==> src/rtl/bcd_time_pkg.sv <==
// bcd_time_pkg: shared helpers for packed-BCD time/date fields.
//   rpt_state_t  - per-button auto-repeat state
//   bcd_inc      - packed-BCD +1 (caller handles the upper limit)
//   bcd_dec      - packed-BCD -1 (caller handles the lower limit)
//   bcd_valid    - both nibbles are decimal digits
//   bcd_in_range - lo <= v <= hi (packed BCD compares like binary)
package bcd_time_pkg;

    typedef enum logic [1:0] {
        RPT_IDLE   = 2'd0,
        RPT_WAIT   = 2'd1,
        RPT_REPEAT = 2'd2
    } rpt_state_t;

    function automatic logic [7:0] bcd_inc(input logic [7:0] v);
        if (v[3:0] == 4'd9)
            return {v[7:4] + 4'd1, 4'd0};
        else
            return {v[7:4], v[3:0] + 4'd1};
    endfunction

    function automatic logic [7:0] bcd_dec(input logic [7:0] v);
        if (v[3:0] == 4'd0)
            return {v[7:4] - 4'd1, 4'd9};
        else
            return {v[7:4], v[3:0] - 4'd1};
    endfunction

    function automatic logic bcd_valid(input logic [7:0] v);
        return (v[7:4] <= 4'd9) && (v[3:0] <= 4'd9);
    endfunction

    function automatic logic bcd_in_range(input logic [7:0] v,
                                          input logic [7:0] lo,
                                          input logic [7:0] hi);
        return (v >= lo) && (v <= hi);
    endfunction

endpackage

==> src/rtl/bcd_time_field_btn_step_gen.sv <==
// btn_step_gen: turns one synchronised button level into step pulses.
//   CLK, RST - clock, synchronous active-high reset
//   BTN      - button level
//   EN       - edit mode; no steps while low
//   CANCEL   - opposite button has just risen (drops this button's repeat)
//   RISE     - qualified rising edge this cycle
//   STEP     - one-cycle step request
// Optional feature macro: AUTOREPEAT_EN (hold-to-repeat FSM and counter).
module btn_step_gen
    import bcd_time_pkg::*;
#(
    parameter logic [15:0] REP_DLY = 16'd50000,
    parameter logic [15:0] REP_PER = 16'd10000
) (
    input  logic CLK,
    input  logic RST,
    input  logic BTN,
    input  logic EN,
    input  logic CANCEL,
    output logic RISE,
    output logic STEP
);

    logic prev;
    // A button must be seen released after reset before it can produce an
    // edge, so a button held through reset does not step on release of RST.
    logic armed;

    always_ff @(posedge CLK) begin
        if (RST) begin
            prev  <= 1'b0;
            armed <= 1'b0;
        end else begin
            prev <= BTN;
            if (!BTN)
                armed <= 1'b1;
        end
    end

    // prev tracks BTN even outside edit mode, so a button already held when
    // EN rises is not an edge.
    assign RISE = EN && BTN && !prev && armed;

`ifdef AUTOREPEAT_EN
    rpt_state_t  state;
    logic [15:0] cnt;
    logic        hold_ok;
    logic        rpt_step;

    assign hold_ok = BTN && EN && !CANCEL;

    always_ff @(posedge CLK) begin
        if (RST) begin
            state <= RPT_IDLE;
            cnt   <= '0;
        end else begin
            case (state)
                RPT_IDLE: begin
                    if (RISE && !CANCEL) begin
                        state <= RPT_WAIT;
                        cnt   <= '0;
                    end
                end
                RPT_WAIT: begin
                    if (!hold_ok) begin
                        state <= RPT_IDLE;
                    end else if (cnt == REP_DLY - 16'd1) begin
                        state <= RPT_REPEAT;
                        cnt   <= '0;
                    end else begin
                        cnt <= cnt + 16'd1;
                    end
                end
                RPT_REPEAT: begin
                    if (!hold_ok)
                        state <= RPT_IDLE;
                    else if (cnt == REP_PER - 16'd1)
                        cnt <= '0;
                    else
                        cnt <= cnt + 16'd1;
                end
                default: state <= RPT_IDLE;
            endcase
        end
    end

    always_comb begin
        rpt_step = 1'b0;
        case (state)
            RPT_WAIT:   rpt_step = hold_ok && (cnt == REP_DLY - 16'd1);
            RPT_REPEAT: rpt_step = hold_ok && (cnt == REP_PER - 16'd1);
            default:    rpt_step = 1'b0;
        endcase
    end

    assign STEP = (RISE && !CANCEL) || rpt_step;
`else
    // Repeat timing only matters when the repeat FSM is built.
    logic unused_rep_cfg;
    assign unused_rep_cfg = ^{REP_DLY, REP_PER};

    assign STEP = RISE && !CANCEL;
`endif

endmodule

==> src/rtl/bcd_time_field.sv <==
// bcd_time_field: one editable packed-BCD time/date field (seconds, hours,
// day, ...) selected by MIN_VAL/MAX_VAL/WRAP.
//   CLK, RST     - clock, synchronous active-high reset
//   UP, DOWN     - step request levels (already synchronised)
//   Modificando  - edit mode; steps only apply while high
//   Actualizar   - load DATA_in when not editing
//   DATA_in      - packed-BCD value from the RTC
//   DATA_out     - registered field value
//   CARRY/BORROW - one-cycle pulse on wrap up / wrap down
//   DIRTY        - edited since last successful load
//   LOAD_ERR     - one-cycle pulse when DATA_in is rejected
// Optional feature macro: AUTOREPEAT_EN (hold-to-repeat on both buttons).
module bcd_time_field
    import bcd_time_pkg::*;
#(
    parameter logic [7:0]  MIN_VAL = 8'h00,
    parameter logic [7:0]  MAX_VAL = 8'h59,
    parameter bit          WRAP    = 1'b1,
    parameter logic [15:0] REP_DLY = 16'd50000,
    parameter logic [15:0] REP_PER = 16'd10000
) (
    input  logic       CLK,
    input  logic       RST,
    input  logic       UP,
    input  logic       DOWN,
    input  logic       Modificando,
    input  logic       Actualizar,
    input  logic [7:0] DATA_in,
    output logic [7:0] DATA_out,
    output logic       CARRY,
    output logic       BORROW,
    output logic       DIRTY,
    output logic       LOAD_ERR
);

    logic up_rise, down_rise;
    logic up_step, down_step;

    // UP wins a simultaneous press: DOWN is cancelled by an UP edge, UP is
    // only cancelled by a DOWN edge that arrives on its own.
    btn_step_gen #(.REP_DLY(REP_DLY), .REP_PER(REP_PER)) u_up (
        .CLK    (CLK),
        .RST    (RST),
        .BTN    (UP),
        .EN     (Modificando),
        .CANCEL (down_rise && !up_rise),
        .RISE   (up_rise),
        .STEP   (up_step)
    );

    btn_step_gen #(.REP_DLY(REP_DLY), .REP_PER(REP_PER)) u_down (
        .CLK    (CLK),
        .RST    (RST),
        .BTN    (DOWN),
        .EN     (Modificando),
        .CANCEL (up_rise),
        .RISE   (down_rise),
        .STEP   (down_step)
    );

    always_ff @(posedge CLK) begin
        if (RST) begin
            DATA_out <= MIN_VAL;
            CARRY    <= 1'b0;
            BORROW   <= 1'b0;
            DIRTY    <= 1'b0;
            LOAD_ERR <= 1'b0;
        end else begin
            CARRY    <= 1'b0;
            BORROW   <= 1'b0;
            LOAD_ERR <= 1'b0;
            if (Modificando) begin
                if (up_step) begin
                    DIRTY <= 1'b1;
                    if (DATA_out == MAX_VAL) begin
                        if (WRAP) begin
                            DATA_out <= MIN_VAL;
                            CARRY    <= 1'b1;
                        end
                    end else begin
                        DATA_out <= bcd_inc(DATA_out);
                    end
                end else if (down_step) begin
                    DIRTY <= 1'b1;
                    if (DATA_out == MIN_VAL) begin
                        if (WRAP) begin
                            DATA_out <= MAX_VAL;
                            BORROW   <= 1'b1;
                        end
                    end else begin
                        DATA_out <= bcd_dec(DATA_out);
                    end
                end
            end else if (Actualizar) begin
                if (bcd_valid(DATA_in) && bcd_in_range(DATA_in, MIN_VAL, MAX_VAL)) begin
                    DATA_out <= DATA_in;
                    DIRTY    <= 1'b0;
                end else begin
                    LOAD_ERR <= 1'b1;
                end
            end
        end
    end

endmodule

==> config.mk <==
export PLATFORM = sky130hd
export DESIGN_NAME = bcd_time_field
export DESIGN_NICKNAME = d
export VERILOG_FILES = /design/src/rtl/bcd_time_pkg.sv /design/src/rtl/bcd_time_field_btn_step_gen.sv /design/src/rtl/bcd_time_field.sv
export SDC_FILE = /design/constraint.sdc
export NUM_CORES = 1
export LEC_CHECK = 0
export CORE_ASPECT_RATIO = 1.25
export CORE_MARGIN = 2
export CORE_UTILIZATION = 52
export DETAILED_ROUTE_END_ITERATION = 6
export PLACE_DENSITY_LB_ADDON = 0.25
export SLEW_MARGIN = 20
export SYNTH_ARGS = -nofsm -noshare
export SYNTH_HDL_FRONTEND = slang
export SYNTH_SLANG_ARGS = --single-unit
==> constraint.sdc <==
create_clock -name CLK -period 5.1 [get_ports CLK]
set_input_delay 0.765 -clock CLK [delete_from_list [all_inputs] [get_ports CLK]]
set_output_delay 0.765 -clock CLK [all_outputs]
set_load 0.03 [all_outputs]
# Word level (Yosys, flattened, before mapping)

Index checks and enable logic that the tools add are counted.

Input port bits: 14
Memory bits (writable): 0
Latch bits: 0
Word-level logic and storage cells: 68
Memory bits (read-only): 0
Register bits after elaboration: 16
Memories kept: 0

Bitwise logic cells: 4
Div/mod/pow operators: 0
Reductions and logical operators: 24
Multipliers: 0
Order comparisons: 4
Multiplexer cells: 17
Equal/unequal tests: 5
$add $sub $neg: 4
Shift-type cells: 0

Operator list:

| operator                                                                            | count |
|---|---|
| 8-bit two-way mux                                                                   | 9 |
| 1-bit logical AND                                                                   | 11 |
| 4-bit by 1-bit adder with 4-bit output, second input constant                       | 2 |
| 8-bit by 7-bit equality test with 1-bit output, second input constant               | 1 |
| 8-bit by 1-bit greater-or-equal comparator with 1-bit output, second input constant | 1 |
| 4-bit less-or-equal comparator, second input constant                               | 2 |
| 8-bit by 7-bit less-or-equal comparator with 1-bit output, second input constant    | 1 |
| 8-bit logical NOT                                                                   | 1 |
| 1-bit two-way mux                                                                   | 8 |
| 4-bit by 1-bit subtractor with 4-bit output, second input constant                  | 2 |
| 3-bit OR reduction                                                                  | 2 |
| 5-bit AND reduction                                                                 | 1 |
| 4-bit equality test, second input constant                                          | 1 |
| 1-bit logical NOT                                                                   | 4 |
| 4-bit logical NOT                                                                   | 1 |
| 4-bit by 1-bit inequality test with 1-bit output, second input constant             | 1 |
| 4-bit inequality test, second input constant                                        | 1 |
| 1-bit inverter                                                                      | 4 |
| 2-bit nonzero test                                                                  | 2 |
| 4-bit OR reduction                                                                  | 1 |
| 3-bit by 1-bit inequality test with 1-bit output, second input constant             | 1 |
| 3-bit AND reduction                                                                 | 1 |

# Logic depth before layout (Yosys ltp)

Word-level depth: 9
Mapped depth: 7

# Modules after synthesis

A second synthesis with hierarchy kept.

Cells, all modules: 136
Area total of the unflattened synthesis: 1,131.1 µm²

Modules (own cells, without submodules):

| module         | area each (µm²) | times used | cells an instance |
|---|---|---|---|
| bcd_time_field | 983.4           | 1          | 122 |
| btn_step_gen   | 73.8            | 2          | 7 |

# Worst setup path before layout

No wires, ideal clock.

Path kind: input to register
Start: input Modificando
End: register DATA_out[4]
Data required time: 4.966 ns
Buffers on the path: 2
Cell stages on the path: 7
Data arrival time: 1.903 ns
Slack: 3.063 ns
Setup time: 0.134 ns
Cell sequence: buf_6 -> and4b_1 -> buf_6 -> o21ai_4 -> a221oi_4 -> a21boi_0 -> a211oi_1

Word-level cells in the longest chain between the ends: 9
Elaborated cells between the ends (all ways): 18
Classes of those cells: eq/ne: 3; mux: 2; reduce/logical: 13

RTL lines:

| item                                                                                            | line                                                     | text |
|---|---|---|
| start, declared                                                                                 | bcd_time_field.sv:26                                     | `input logic Modificando,` |
| 1-bit logical AND (3 in a row)                                                                  | bcd_time_field_btn_step_gen.sv:42                        | `assign RISE = EN && BTN && !prev && armed;` |
| 1-bit logical NOT                                                                               | bcd_time_field_btn_step_gen.sv:102, bcd_time_field.sv:46 |  |
| 1-bit logical AND                                                                               | bcd_time_field_btn_step_gen.sv:102, bcd_time_field.sv:46 |  |
| 1-bit logical NOT                                                                               | bcd_time_field_btn_step_gen.sv:102                       | `assign STEP = RISE && !CANCEL;` |
| 1-bit logical AND                                                                               | bcd_time_field_btn_step_gen.sv:102                       |  |
| 4-bit by 1-bit inequality test with 1-bit output (no source line), or another cell as far along | --                                                       |  |
| 5-bit AND reduction (no source line) / 8-bit two-way mux (equally long branches)                | --                                                       |  |
| end signal, assigned                                                                            | bcd_time_field.sv:81                                     | `DATA_out <= bcd_inc(DATA_out);` |
| end signal, assigned                                                                            | bcd_time_field.sv:91                                     | `DATA_out <= bcd_dec(DATA_out);` |
| end signal, assigned                                                                            | bcd_time_field.sv:96                                     | `DATA_out <= DATA_in;` |
| end, declared                                                                                   | bcd_time_field.sv:29                                     | `output logic [7:0] DATA_out,` |

Parallel ways exist; a longest one is shown, timed or not.
A chain may end at the register's enable or synchronous reset.

# Worst setup path in the final report

Ends and elaborated chain as after synthesis.

==> results.py <==
metrics = {
    "run_status": {
        "status": "finished, final reports clean",
    },
    "timing": {
        "rsz0062_at_grt": "no",
        "setup_ws_ps": 2140,
        "hold_viol": 0,
        "max_freq_ghz": 0.338,
        "worst_pin_slew_ps": 653,
        "drv_slew": 0,
        "skew_ps": 8.17,
        "tns_ps": 0,
        "setup_viol": 0,
        "period_share_pct": 58.0,
        "max_slew_margin_pct": 56.3,
        "min_period_ps": 2960,
    },
    "synth": {
        "yosysSeqAreaShare_pct": 29.7,
        "synth_area_sq_mm": 0.00108,
        "ys_seq_elements": 16,
        "synth_cell_types": 38,
        "ys_warn_count": 0,
        "avgSynthCellArea_sq_um": 8.29,
        "syn_nets": 150,
        "netlist_instances": 130,
    },
    "worst_setup_path": {
        "arrival_ps": 3110,
        "worst-path-stages": 6,
        "path_class": "in2reg",
        "path_buf_inv": 1,
        "slowest_delay_ps": 890,
        "ff2ff_path_depth": 6,
        "cpLargestDelayFamily": "compound AO/OA/AOI/OAI gates",
        "cp.required_ps": 5260,
        "start_kind": "input port",
        "crit_chain": "clkdlybuf4s50_1 > and4b_1 > o21ai_4 > a221oi_4 > a21boi_0 > a211oi_1",
        "endpoint_kind": "flop",
        "cp_slowest_cell": "clkdlybuf4s50_1",
        "path_max_fanout": 17,
    },
    "floorplan": {
        "start_util_pct": 55.0,
        "die_y_um": 54.9,
        "die-width_um": 44.7,
        "fp.coreArea_sq_mm": 0.00196,
        "die-area_sq_mm": 0.00245,
        "ios": 26,
        "row_count": 18,
    },
    "detailed_routing": {
        "drc": 0,
        "wl_per_cell_um": 14.9,
        "vias": 1067,
        "vias_per_cell": 6.20,
        "ant_nets": 0,
        "first_iter_violations": 21,
        "first_pass_iters": 4,
        "wirelength_um": 2570,
    },
    "flow_run": {
        "maxCapViolations": 0,
    },
    "final_layout": {
        "multi_input_area_sq_um": 683,
        "layout_common_cells": "clkdlybuf4s50_1, dfxtp_1, a21oi_1",
        "nets": 173,
        "area_growth_pct": 24.9,
        "final_common_cell": "clkdlybuf4s50_1",
        "diodes": 0,
        "drive_above_1_share_pct": 5.92,
        "regArea_sq_um": 320,
        "fill_cells": 166,
        "post-route-util_pct": 68.6,
    },
    "clocking": {
        "cts_root_buf": "clkbuf_4",
        "cts-buffers-inserted": 3,
        "cts-root-to-sink-buffers": 2,
        "path_clk_slew_ps": 90,
        "cts_setup_buffers": 0,
        "clkLatencyLatePin_ps": 300,
        "htreeDepth": 1,
        "post_cts_resized": 0,
        "cts_tree": "done",
        "cts.sinks": 16,
        "holdBufCountCts": 0,
    },
    "global_route": {
        "track_usage_pct": 23.4,
        "overflow": 0,
        "grt_pass1_vias": 959,
        "grt_pass1_wl_um": 4150,
        "antenna_found_initial": 0,
        "grt_max_degree": 18,
    },
    "power_and_ir_drop": {
        "pwr_density_cell_mw_per_mm2": 235,
        "peakVddDrop_v": 0.000199,
        "power_uw": 316,
        "leakage_nw": 0.492,
    },
    "placement": {
        "hpwl_um": 1930,
        "dpl_worst_slack_ps": 1840,
        "place_congestion": 0.929,
        "io_buffers": 25,
    },
    "worst_hold_path": {
        "hold_class": "reg2reg",
        "holdPathStages": 2,
    },
}
==> tightest hold or removal path, stage by stage, from the launching register on <==
cell	delay, ps
dfxtp_1	330
inv_1	50
a21oi_1	50
==> logic make-up after synthesis <==
family	share of synthesized area, %
buffers and inverters	6.85
muxes	1.86
and+or+nand+nor	28.1
xor gates and xnor gates	1.63
DFF	29.7
adders and majority gates	6.97
AOI/OAI and AO/OA	24.9
==> sequential cells by signal, indices dropped and copies added, names as in the netlist <==
signal and flops:
BORROW 1, u_up.prev 1, u_up.armed 1, u_down.prev 1, u_down.armed 1, CARRY 1, DIRTY 1, LOAD_ERR 1
DATA_out 8
==> final timing paths <==
check	start	to	slack, ps
setup reg to reg	DATA_out[0]$_SDFFE_PP0P_	DATA_out[6]$_SDFFE_PP0P_	3060
hold / removal	u_down.armed$_SDFFE_PP0N_	u_down.armed$_SDFFE_PP0N_	470
setup / recovery	Modificando	DATA_out[4]$_SDFFE_PP0P_	2140
hold reg to reg	u_down.armed$_SDFFE_PP0N_	u_down.armed$_SDFFE_PP0N_	470
==> metrics by stage <==
stage               hold WS (ps)  std cells  instance area, sq um
finish                       466        172                  1350
floorplan                    434        130                  1080
global route                 517        172                  1350
global placement             447        168                  1310
CTS                          469        172                  1350
detailed placement           455        168                  1310
==> cell usage after synthesis <==
cell type / count / area share [%]
xor2_1: 1 / 0.81
a221oi_4: 1 / 2.4
nor4_1: 1 / 0.58
o21ai_0: 5 / 2.3
nand3_1: 8 / 3.7
o21ai_4: 1 / 1.5
inv_1: 8 / 2.8
nand4_1: 1 / 0.58
nand4b_1: 1 / 0.81
o31ai_1: 2 / 1.4
buf_6: 2 / 2.1
nor3b_1: 1 / 0.70
a21oi_1: 13 / 6.0
nand2b_1: 6 / 3.5
clkbuf_1: 3 / 1.0
a211oi_1: 2 / 1.4
and3b_1: 3 / 2.4
o2bb2ai_1: 1 / 0.81
nand3b_1: 4 / 2.8
and2_1: 1 / 0.58
nand2_1: 10 / 3.5
and4b_1: 1 / 0.93
o221ai_2: 1 / 1.4
a311oi_1: 1 / 0.81
ha_1: 6 / 7.0
nor4b_1: 1 / 0.81
xnor2_1: 1 / 0.81
o221ai_1: 3 / 2.4
nor2_1: 7 / 2.4
nor3_1: 3 / 1.4
dfxtp_1: 16 / 30
o311ai_0: 1 / 0.81
a21boi_0: 1 / 0.70
nor2b_1: 3 / 1.7
or3b_2: 2 / 1.6
mux2i_1: 2 / 1.9
buf_2: 2 / 0.93
o211ai_1: 4 / 2.8
==> cell type report <==
type / count / area share (%)
inverters: 8 / 2.23
flip-flops and latches: 16 / 23.8
clock buffers: 4 / 2.70
repair buffers: 25 / 18.6
multi-input cells: 99 / 50.8
well taps: 20 / 1.86
==> metal layers <==
layer  up-vias  part of all wire (%)  global-route usage (%)
li1        522                     -                       -
met1       488                    41                    29.0
met5         -                     0                       0
met2        48                    48                    39.4
met4         0                   3.0                    13.1
met3         9                   8.1                    2.27
==> report_power, final <==
group,total (mW),switching (mW),internal [mW]
clock,0.0858,0.0423,0.0435
sequential,0.141,0.00949,0.132
combinational,0.0888,0.0478,0.0410
Note: power is estimated with default switching activity, not from simulation.
